**src/rtl/gpio_pkg.sv**
```systemverilog
// Shared definitions for the APB GPIO block: register offsets, word-index decode and
// parameter limits.
package gpio_pkg;

  localparam logic [4:0] GPIO_DIR  = 5'h00;
  localparam logic [4:0] GPIO_IDR  = 5'h04;
  localparam logic [4:0] GPIO_ODR  = 5'h08;
  localparam logic [4:0] GPIO_SET  = 5'h0C;
  localparam logic [4:0] GPIO_CLR  = 5'h10;
  localparam logic [4:0] GPIO_IER  = 5'h14;
  localparam logic [4:0] GPIO_EDGE = 5'h18;
  localparam logic [4:0] GPIO_ISR  = 5'h1C;

  localparam int unsigned WidthMin      = 1;
  localparam int unsigned WidthMax      = 32;
  localparam int unsigned SyncStagesMin = 2;
  localparam int unsigned SyncStagesMax = 4;

  typedef enum logic [2:0] {
    RegDir  = 3'd0,
    RegIdr  = 3'd1,
    RegOdr  = 3'd2,
    RegSet  = 3'd3,
    RegClr  = 3'd4,
    RegIer  = 3'd5,
    RegEdge = 3'd6,
    RegIsr  = 3'd7
  } gpio_reg_e;

  // Only a write to IDR or a read of SET/CLR is rejected.
  function automatic logic gpio_access_err(input gpio_reg_e reg_sel, input logic write);
    if (write) return reg_sel == RegIdr;
    return (reg_sel == RegSet) || (reg_sel == RegClr);
  endfunction

endpackage

```
**src/rtl/apb_gpio_irq_if.sv**
```systemverilog
// APB3 slave-side bus bundle for the GPIO block (5-bit byte address, 32-bit data).
interface apb_gpio_irq_if;
  logic [4:0]  PADDR;
  logic        PWRITE;
  logic        PSEL;
  logic        PENABLE;
  logic [31:0] PWDATA;
  logic [31:0] PRDATA;
  logic        PREADY;
  logic        PSLVERR;

  modport master (
    output PADDR, PWRITE, PSEL, PENABLE, PWDATA,
    input  PRDATA, PREADY, PSLVERR
  );

  modport slave (
    input  PADDR, PWRITE, PSEL, PENABLE, PWDATA,
    output PRDATA, PREADY, PSLVERR
  );
endinterface

```
**src/rtl/gpio_sync_edge.sv**
```systemverilog
// Multi-stage pin synchroniser; with GPIO_IRQ_EN it also keeps a one-cycle delayed copy
// and produces per-bit rise/fall pulses.
module gpio_sync_edge #(
  parameter int unsigned WIDTH       = 8,
  parameter int unsigned SYNC_STAGES = 2
) (
  input  logic             PCLK,
  input  logic             PRESET,
  input  logic [WIDTH-1:0] pins,
  output logic [WIDTH-1:0] sync
`ifdef GPIO_IRQ_EN
  ,
  output logic [WIDTH-1:0] rise,
  output logic [WIDTH-1:0] fall
`endif
);

  logic [SYNC_STAGES-1:0][WIDTH-1:0] stage_q;

  always_ff @(posedge PCLK or negedge PRESET) begin
    if (!PRESET) begin
      stage_q <= '0;
    end else begin
      stage_q[0] <= pins;
      for (int i = 1; i < int'(SYNC_STAGES); i++) begin
        stage_q[i] <= stage_q[i-1];
      end
    end
  end

  assign sync = stage_q[SYNC_STAGES-1];

`ifdef GPIO_IRQ_EN
  logic [WIDTH-1:0] prev_q;

  always_ff @(posedge PCLK or negedge PRESET) begin
    if (!PRESET) prev_q <= '0;
    else         prev_q <= sync;
  end

  assign rise = sync & ~prev_q;
  assign fall = ~sync & prev_q;
`endif

endmodule

```
**src/rtl/apb_gpio_irq.sv**
```systemverilog
// APB3 GPIO peripheral with direction, atomic set/clear and synchronised inputs.
// Edge interrupts (IER/EDGE/ISR) exist only when GPIO_IRQ_EN is defined.
module apb_gpio_irq
  import gpio_pkg::*;
#(
  parameter int unsigned WIDTH       = 8,
  parameter int unsigned SYNC_STAGES = 2
) (
  input  logic                 PCLK,
  input  logic                 PRESET,
  apb_gpio_irq_if.slave        apb,
  input  logic [WIDTH-1:0]     gpio_i,
  output logic [WIDTH-1:0]     gpio_o,
  output logic [WIDTH-1:0]     gpio_oe,
  output logic                 irq
);

  gpio_reg_e        reg_sel;
  logic             access_start;
  logic             commit;
  logic             access_err;
  logic [WIDTH-1:0] wdata;
  logic [WIDTH-1:0] sync;
  logic [31:0]      rdata;

  logic             ready_q, ready_d;
  logic             slverr_q, slverr_d;
  logic [31:0]      prdata_q, prdata_d;
  logic [WIDTH-1:0] dir_q, dir_d;
  logic [WIDTH-1:0] odr_q, odr_d;

  logic unused_bus_bits;
  assign unused_bus_bits = ^{apb.PADDR[1:0], apb.PWDATA};

  assign reg_sel      = gpio_reg_e'(apb.PADDR[4:2]);
  assign wdata        = apb.PWDATA[WIDTH-1:0];
  assign access_err   = gpio_access_err(reg_sel, apb.PWRITE);
  assign access_start = apb.PSEL & apb.PENABLE & ~ready_q;
  // Erroring transfers never commit; slverr_q still holds this transfer's verdict.
  assign commit       = apb.PSEL & apb.PENABLE & ready_q & apb.PWRITE & ~slverr_q;

`ifdef GPIO_IRQ_EN
  logic [WIDTH-1:0] rise, fall;
  logic [WIDTH-1:0] ier_q, ier_d;
  logic [WIDTH-1:0] edge_q, edge_d;
  logic [WIDTH-1:0] isr_q, isr_d;
  logic [WIDTH-1:0] w1c;
`endif

  gpio_sync_edge #(
    .WIDTH       (WIDTH),
    .SYNC_STAGES (SYNC_STAGES)
  ) u_sync_edge (
    .PCLK   (PCLK),
    .PRESET (PRESET),
    .pins   (gpio_i),
    .sync   (sync)
`ifdef GPIO_IRQ_EN
    ,
    .rise   (rise),
    .fall   (fall)
`endif
  );

  always_comb begin
    rdata = '0;
    case (reg_sel)
      RegDir:  rdata[WIDTH-1:0] = dir_q;
      RegIdr:  rdata[WIDTH-1:0] = sync;
      RegOdr:  rdata[WIDTH-1:0] = odr_q;
`ifdef GPIO_IRQ_EN
      RegIer:  rdata[WIDTH-1:0] = ier_q;
      RegEdge: rdata[WIDTH-1:0] = edge_q;
      RegIsr:  rdata[WIDTH-1:0] = isr_q;
`endif
      default: rdata = '0;
    endcase
  end

  always_comb begin
    ready_d  = access_start;
    slverr_d = access_start & access_err;
    prdata_d = prdata_q;
    if (access_start) prdata_d = access_err ? '0 : rdata;
  end

  always_comb begin
    dir_d = dir_q;
    odr_d = odr_q;
    if (commit) begin
      case (reg_sel)
        RegDir:  dir_d = wdata;
        RegOdr:  odr_d = wdata;
        RegSet:  odr_d = odr_q | wdata;
        RegClr:  odr_d = odr_q & ~wdata;
        default: ;
      endcase
    end
  end

  always_ff @(posedge PCLK or negedge PRESET) begin
    if (!PRESET) begin
      ready_q  <= 1'b0;
      slverr_q <= 1'b0;
      prdata_q <= '0;
      dir_q    <= '0;
      odr_q    <= '0;
    end else begin
      ready_q  <= ready_d;
      slverr_q <= slverr_d;
      prdata_q <= prdata_d;
      dir_q    <= dir_d;
      odr_q    <= odr_d;
    end
  end

`ifdef GPIO_IRQ_EN
  always_comb begin
    ier_d  = ier_q;
    edge_d = edge_q;
    w1c    = '0;
    if (commit) begin
      case (reg_sel)
        RegIer:  ier_d  = wdata;
        RegEdge: edge_d = wdata;
        RegIsr:  w1c    = wdata;
        default: ;
      endcase
    end
    // New events are ORed in after the clear so a same-edge event survives.
    isr_d = (isr_q & ~w1c) | (rise & edge_q) | (fall & ~edge_q);
  end

  always_ff @(posedge PCLK or negedge PRESET) begin
    if (!PRESET) begin
      ier_q  <= '0;
      edge_q <= '0;
      isr_q  <= '0;
    end else begin
      ier_q  <= ier_d;
      edge_q <= edge_d;
      isr_q  <= isr_d;
    end
  end

  assign irq = |(isr_q & ier_q);
`else
  assign irq = 1'b0;
`endif

  assign apb.PREADY  = ready_q;
  assign apb.PSLVERR = slverr_q;
  assign apb.PRDATA  = prdata_q;
  assign gpio_o      = odr_q;
  assign gpio_oe     = dir_q;

endmodule

```
**src/flat_wrapper.sv**
```systemverilog
// flat-port wrapper written by rule: the top's interface ports become plain ports
module apb_gpio_irq_flat import gpio_pkg::*;
#(
  parameter int unsigned WIDTH       = 8,
  parameter int unsigned SYNC_STAGES = 2
)
  (PCLK, PRESET, gpio_i, gpio_o, gpio_oe, irq, apb_PADDR, apb_PWRITE, apb_PSEL, apb_PENABLE, apb_PWDATA, apb_PRDATA, apb_PREADY, apb_PSLVERR);
  apb_gpio_irq_if apb_i ();
  input  logic PCLK;
  input  logic PRESET;
  input  logic [WIDTH-1:0] gpio_i;
  output logic [WIDTH-1:0] gpio_o;
  output logic [WIDTH-1:0] gpio_oe;
  output logic irq;
  input wire logic [$bits(apb_i.PADDR)-1:0] apb_PADDR;
  input wire logic [$bits(apb_i.PWRITE)-1:0] apb_PWRITE;
  input wire logic [$bits(apb_i.PSEL)-1:0] apb_PSEL;
  input wire logic [$bits(apb_i.PENABLE)-1:0] apb_PENABLE;
  input wire logic [$bits(apb_i.PWDATA)-1:0] apb_PWDATA;
  output wire logic [$bits(apb_i.PRDATA)-1:0] apb_PRDATA;
  output wire logic [$bits(apb_i.PREADY)-1:0] apb_PREADY;
  output wire logic [$bits(apb_i.PSLVERR)-1:0] apb_PSLVERR;
  assign apb_i.PADDR = apb_PADDR;
  assign apb_i.PWRITE = apb_PWRITE;
  assign apb_i.PSEL = apb_PSEL;
  assign apb_i.PENABLE = apb_PENABLE;
  assign apb_i.PWDATA = apb_PWDATA;
  assign apb_PRDATA = apb_i.PRDATA;
  assign apb_PREADY = apb_i.PREADY;
  assign apb_PSLVERR = apb_i.PSLVERR;
  apb_gpio_irq #(.WIDTH(WIDTH), .SYNC_STAGES(SYNC_STAGES)) u_core (.PCLK(PCLK), .PRESET(PRESET), .apb(apb_i), .gpio_i(gpio_i), .gpio_o(gpio_o), .gpio_oe(gpio_oe), .irq(irq));
endmodule
```
**config.mk**
```make
export PLATFORM = sky130hd
export DESIGN_NAME = apb_gpio_irq_flat
export DESIGN_NICKNAME = d
export VERILOG_FILES = /design/src/rtl/gpio_pkg.sv /design/src/rtl/apb_gpio_irq_if.sv /design/src/rtl/gpio_sync_edge.sv /design/src/rtl/apb_gpio_irq.sv /design/src/flat_wrapper.sv
export SDC_FILE = /design/constraint.sdc
export NUM_CORES = 1
export LEC_CHECK = 0
export CAP_MARGIN = 40
export CELL_PAD_IN_SITES_DETAIL_PLACEMENT = 2
export CELL_PAD_IN_SITES_GLOBAL_PLACEMENT = 2
export CORE_MARGIN = 2
export CORE_UTILIZATION = 23
export DETAILED_ROUTE_END_ITERATION = 8
export PLACE_DENSITY = 0.81
export SYNTH_ARGS = -nofsm -noshare
export SYNTH_HDL_FRONTEND = slang
export SYNTH_SLANG_ARGS = --single-unit
```
**constraint.sdc**
```tcl
create_clock -name PCLK -period 2.1 [get_ports PCLK]
set_clock_uncertainty 0.15 [all_clocks]
set_input_delay 0.42 -clock PCLK [delete_from_list [all_inputs] [get_ports PCLK]]
set_output_delay 0.42 -clock PCLK [all_outputs]
set_load 0.005 [all_outputs]
```
# Word level (Yosys, flattened, before mapping)
# Cells that the tools add are included.
# W data, S select, Z words.
[classes] eq_ne=4 mux=6 n_bitwise=11 n_reduce_logical=5
[op_table] cell="$pmux W8 S3" count=2
[op_table] cell="$and A8 B8 Y8" count=1
[op_table] cell="$mux W8" count=1
[op_table] cell="$not A8 Y8" count=1
[op_table] cell="$or A8 B8 Y8" count=1
[op_table] cell="$and A1 B1 Y1" count=6
[op_table] cell="$eq A3 B2 Y1 const B" count=2
[op_table] cell="$reduce_and A2 Y1" count=2
[op_table] cell="$eq A3 B1 Y1 const B" count=1
[op_table] cell="$eq A3 B3 Y1 const B" count=1
[op_table] cell="$logic_not A3 Y1" count=1
[op_table] cell="$mux W1" count=3
[op_table] cell="$reduce_bool A3 Y1" count=1
[op_table] cell="$not A1 Y1" count=2
[op_table] cell="$logic_or A1 B1 Y1" count=1
[word_totals] register_bits=66 in_bits=50 output_inout_bits=51 word_cells=33

# Depth between registers and ports, before layout
[depth] word_depth=5 ltp_mapped=5 ltp_nobuf=3

# By module
# From an unflattened synthesis, not the netlist that was laid out.
[unflattened] cells_unflattened=167 hier_area_um2=2001.9
[modules_own_cells] module="apb_gpio_irq" n_inst=1 cells_each=143 area_per_inst_um2=1541.5 seq_area_each_um2=650.6
[modules_own_cells] module="gpio_sync_edge" n_inst=1 cells_each=24 area_per_inst_um2=460.4 seq_area_each_um2=400.4

# Least setup slack after synthesis
# No wires, ideal clock.
[synth_timing] kind="input-to-reg" startpoint="input port apb_PADDR[4]" endpoint="register u_core.dir_q[0] (netlist: u_core.gpio_oe[0])" setup_time_ps=125 t_arrival_ps=1528 t_required_ps=1825 slack_ps=296 stages=4 n_path_buf=1 path_cell_list="or3_1 or3_1 buf_4 mux2_4"
[synth_via] elab_chain_len=2
[synth_rtl] item="start, declared" line="flat_wrapper.sv:15" rtl="input wire logic [$bits(apb_i.PADDR)-1:0] apb_PADDR;"
[synth_rtl] item="$logic_not A3 Y1" line="apb_gpio_irq.sv:91" rtl="case (reg_sel)"
[synth_rtl] item="$reduce_and A2 Y1 (no source line)"
[synth_rtl] item="end signal, assigned" line="apb_gpio_irq.sv:112" rtl="dir_q <= dir_d;"
[synth_rtl] item="end, declared" line="apb_gpio_irq.sv:29" rtl="logic [WIDTH-1:0] dir_q, dir_d;"
# Every way passes these cells.
# A chain may end at the register's enable or synchronous reset.

# Worst setup path in the final report
[layout_timing] startpoint="input port apb_PADDR[4]" endpoint="register u_core.dir_q[5] (netlist: u_core.gpio_oe[5])"
# The elaborated chain is that of the path after synthesis.

==> metrics.yaml <==
worstSkewPairLatency_ns: 0.29
p_leak_uw: 0.00119
setup_slack_ns: 0.110
dp.cells: 312
grt_pass1_vias: 1487
antenna_cells: 0
r2r.worst_path.cells: 4
fin_nets: 265
dp_hpwl_um: 3870
clk_pin_slew_ns: 0.08
route.detailed.drc: 0
clock_sinks: 42
grt_max_degree: 25
status: "finished clean"
cts_root_buf: "clkbuf_8"
routabilityCongestion: 0.806
synth.area.top_cells: "dfrtp_1 (55%), buf_4 (10%), mux2_4 (6.3%)"
netlist_instances: 149
ys_ff_latch: 42
path_cells: "clkdlybuf4s50_1 > or3_1 > or3_1 > buf_4 > mux2_4"
maxSlewHeadroom: 0.574
fin_cells: 321
yosysSeqAreaShare: 0.549
netSwitchingFraction: 0.239
htreeDepth: 2
pwr-share-clk: 0.350
fin_util: 0.327
slew_violations: 0
ctsResizeCount: 0
core_um2: 8130
crit_path_start_kind: "input pin"
hold_viol: 0
worstPathRequired_ns: 2.13
dp_slack_ns: -0.216
rsz0062_at_grt: "no"
viasPerCell: 4.33
arrival_ns: 2.02
syn_area_um2: 1910
areaGrowthSynthToFinish_pct: 38.8
switchingPower_uw: 431
clk_path_buf_depth: 2
cts_made_buffers: 5
synth.largest_area_cell: "dfrtp_1"
tightest_slew_ns: 0.637
cp.depth: 5
worstSetupEndpointType: "flop"
ir_worst_vdd_mv: 0.278
synth_fa_ha_area_frac: 0
period_share: 0.948
die_area_um2: 9060
crit_type: "in2reg"
drtIter0Drc: 39
fmax_ghz: 0.503
die_w_um: 95.2
worstHoldPathCells: 0
muxShareOfSynthArea: 0.105
cts_tree: "yes"
antenna_found_initial: 0
path_delay_family: "simple AND/OR/NAND/NOR gates"
dr.pass1.iters: 4
drv_cap: 0
power_frac_seq: 0.493
yosys.area_share.simple: 0.0739
synth_xor_area_frac: 0.00458
io_pins: 101
grt_pass1_wl_um: 8110
routed-via-count: 1390
ant_nets: 0
synth_cell_type_count: 28
synth_top_family_by_area: "compound AO/OA/AOI/OAI gates"
min_period_ns: 1.99
fp-row-count: 33
p_int_uw: 1370
synth_area_per_cell_um2: 12.8
drive_gt1_frac: 0.167
hold_class: "reg2reg"
crit_path_top_delay_cell: "clkdlybuf4s50_1"
synth-compound-area-share: 0.147
initial_core_util: 0.235
whs_ns: 0.204
synth_warnings: 0
yosys.area.top_type_share: 0.549
fp.dieH_um: 95.2
mostFrequentLayoutCells: "clkdlybuf4s50_1 (48), dfrtp_1 (42), conb_1 (25)"
cp_max_fo: 4
mostFrequentLayoutCell: "clkdlybuf4s50_1"
cp_slowest_stage_delay_ns: 0.43
grt_usage: 0.118
combinationalPowerShare: 0.157
critPathMostFrequentCell: "or3_1"
portBuffers: 49
setup_viol: 0
wl_per_cell_um: 16.0
grt_overflow: 0
finalWirelength_um: 5120
power_density_nw_per_um2: 678
critical_path_buf_inv_count: 2
-- worst register-to-register path, delay by kind of cell (launching register included) --
family / cells / cell delay [ns]
AOI/OAI and AO/OA: 1 / 0.13
buffers and inverters: 1 / 0.26
DFF: 1 / 0.42
and+or+nand+nor: 2 / 0.73
-- cell type report --
cell class                      count  area, um2
Inverter                            2       7.51
Tap cell                          105        131
Clock buffer                        5       68.8
Multi-Input combinational cell     97        724
Fill cell                         876       5480
Timing Repair Buffer               67        633
Clock inverter                      3       40.0
Sequential cell                    42       1050
-- cell usage after synthesis --
cell type  count
a211o_1        4
a21oi_1        3
a221o_1        4
a22o_1        12
and3_1         2
buf_1          1
buf_2          2
buf_4         26
clkbuf_1       3
conb_1         1
dfrtp_1       42
inv_1          2
mux2_4         8
mux2i_1        8
nand2_1        3
nand2b_1       6
nand3b_1       2
nand4_1        1
nand4bb_1      1
nor2b_1        1
nor3_1         2
nor4_2         1
o211ai_1       1
o21a_1         1
o2bb2ai_1      8
or2_2          1
or3_1          2
xor2_1         1
-- metrics by stage --
stage          power, uW  area, um2  setup TNS, ns
6_report            1800       2660              0
5_1_grt             1900       2660              0
4_1_cts             1830       2660              0
3_5_place_dp        1190       2540          -3.95
3_3_place_gp        1180       2530          -4.69
2_1_floorplan       1030       2000              0
-- worst paths after layout --
path / start / to / slack (ns)
max: apb_PADDR[4] / u_core.gpio_oe[5] / 0.11
min: u_core.u_sync_edge.stage_q[5] / u_core.u_sync_edge.sync[5] / 0.20
max reg2reg: u_core.apb.PREADY / u_core.apb.PRDATA[1] / 0.34
min reg2reg: u_core.u_sync_edge.stage_q[5] / u_core.u_sync_edge.sync[5] / 0.20
max in group asynchronous: PRESET / u_core.u_sync_edge.sync[7] / 0.82
min in group asynchronous: PRESET / u_core.gpio_oe[6] / 0.47
-- per-layer routing --
metal	GRT usage	wire (um)
met4	0.0290	17
met3	0.0372	430
met2	0.195	2430
met1	0.150	2240
met5	0	0
-- repair_timing --
| action | CTS | global route |
|---|---|---|
| hold buffers | 1 | 0 |
| buffers inserted | 0 | 0 |
| hold endpoints to repair | 18 | 0 |
-- registers in the layout, indices dropped and copies added, names as in the netlist --
signal	cells
u_core.gpio_oe	8
u_core.gpio_o	8
u_core.apb.PSLVERR	1
u_core.apb.PRDATA	8
u_core.apb.PREADY	1
u_core.u_sync_edge.sync	8
u_core.u_sync_edge.stage_q	8
-- power groups by stage --
| stage | Combinational (uW) | Sequential (uW) | Clock, uW |
|---|---|---|---|
| 2_1_floorplan | 133 | 900 | 0 |
| 3_3_place_gp | 273 | 903 | 0 |
| 3_5_place_dp | 284 | 906 | 0 |
| 4_1_cts | 288 | 890 | 651 |
| 5_1_grt | 310 | 897 | 691 |
| 6_report | 283 | 889 | 631 |
-- kinds of logic (layout without fill, tap and decap cells) --
| family | Yosys count | after routing |
|---|---|---|
| XOR/XNOR | 1 | 1 |
| buffers and inverters | 34 | 77 |
| AND/OR/NAND/NOR | 22 | 22 |
| multiplexers | 16 | 16 |
| flip-flops | 42 | 42 |
| AO/OA/AOI/OAI | 33 | 33 |
| other | 1 | 25 |
Note: power is estimated with default switching activity, not from simulation.
==> patch: new RTL, same settings <==
Add a define of `GPIO_IRQ_EN`.
--- a/src/rtl/gpio_sync_edge.sv
+++ b/src/rtl/gpio_sync_edge.sv
@@ -1,5 +1,7 @@
 // Multi-stage pin synchroniser; with GPIO_IRQ_EN it also keeps a one-cycle delayed copy
 // and produces per-bit rise/fall pulses.
+`define GPIO_IRQ_EN
+
 module gpio_sync_edge #(
   parameter int unsigned WIDTH       = 8,
   parameter int unsigned SYNC_STAGES = 2
Formal check against the unedited RTL: not equivalent (a bounded check fails within 4 cycles, from zero or initial values and one cycle with PRESET low).
==> patch against the original RTL <==
Routed wire length grew 110%; via count grew 94%; count of clock-buffer cells in the layout grew 5; power grew 120%; sequential cell count grew 32; global-route usage grew 2.3 points; die area grew 75%; worst hold slack lost 0.0070 ns; clock power grew to 2.8 times the old value; synthesized area grew 79%; worst setup slack gained 0.0022 ns; cell area grew 78%; largest power group is now the clock network.
==> patch: results (changes against the original RTL) <==
| Metric | Value |
|---|---|
| Placed cell area | 4350 µm² (was 2540 µm²) |
| Pre-CTS WS | -0.391 ns (was -0.216 ns) |
| Htree depth | 3 (was 2) |
| PnR worst setup slack | 0.112 ns (was 0.110 ns) |
| R2R cell count | 7 (was 4) |
| XOR/XNOR share of the synthesized area | 0.256% (was 0.458%) |
| Reg clk slew, reported paths | 0.06 ns (was 0.08 ns) |
| Gr usage total | 14.2% (was 11.8%) |
| Filler cells | 1,594 (was 876) |
| Layout net count | 447 (was 265) |
| Crit path kind | register to register (was primary input to register) |
| Sequential-to-total area share from yosys stat | 54.2% (was 54.9%) |
| Placed Cells | 567 (was 312) |
| CP top delay family | buffers and inverters (was simple AND/OR/NAND/NOR gates) |
| Synth area leaders | dfrtp_1 (54%), mux2_2 (11%), buf_4 (5.3%) (was dfrtp_1 (55%), buf_4 (10%), mux2_4 (6.3%)) |
| Max rail drop VDD | 398 µV (was 278 µV) |
| Fin cells | 585 (was 321) |
| Hold worst-path end | u_core.u_sync_edge.sync[2] (was u_core.u_sync_edge.sync[5]) |
| Share of cells above drive strength 1 | 25.7% (was 16.7%) |
| Status | finished clean (unchanged) |
| CTS Buf Count | 9 (was 5) |
| Vias in the first global route | 3,087 (was 1,487) |
| Hold path startpoint | u_core.u_sync_edge.stage_q[2] (was u_core.u_sync_edge.stage_q[5]) |
| Reg-to-Reg End | u_core.edge_q[5] (was u_core.apb.PRDATA[1]) |
| Hold Worst Slack | 0.198 ns (was 0.204 ns) |
| Crit path DAT | 2.06 ns (was 2.02 ns) |
| Via density | 4.61 (was 4.33) |
[patch: where the power goes]
part | leakage (µW) | switching (µW) | internal (µW)
logic | 0.00103 | 235 | 289
registers | 0.000915 | 86.2 | 1530
clock network | 0.000165 | 606 | 1180
total | 0.00211 | 927 | 3000
[patch: layout make-up]
cell class	instances	area, µm²	area share (%)
inverter	10	37.5	0.794
multi-input combinational	207	1400	29.5
clock inverter	5	103	2.17
sequential	74	1850	39.2
clock buffer	10	239	5.05
tap	184	230	4.87
timing repair buffer	95	872	18.4
[patch: what timing repair did]
| item | CTS | global route |
|---|---|---|
| pin swaps | 4 | 3 |
| hold endpoints to repair | 29 | 0 |
| setup endpoints to repair | 5 | 5 |
| buffers inserted | 2 | 0 |
| resized for setup | 8 | 1 |
| hold buffers | 1 | 0 |
[patch: metal layers]
metal / track usage (%) / up-vias
li1: - / 1216
met1: 17.3 / 1392
met2: 23.5 / 67
met3: 3.65 / 20
met4: 6.40 / 0
met5: 0 / -
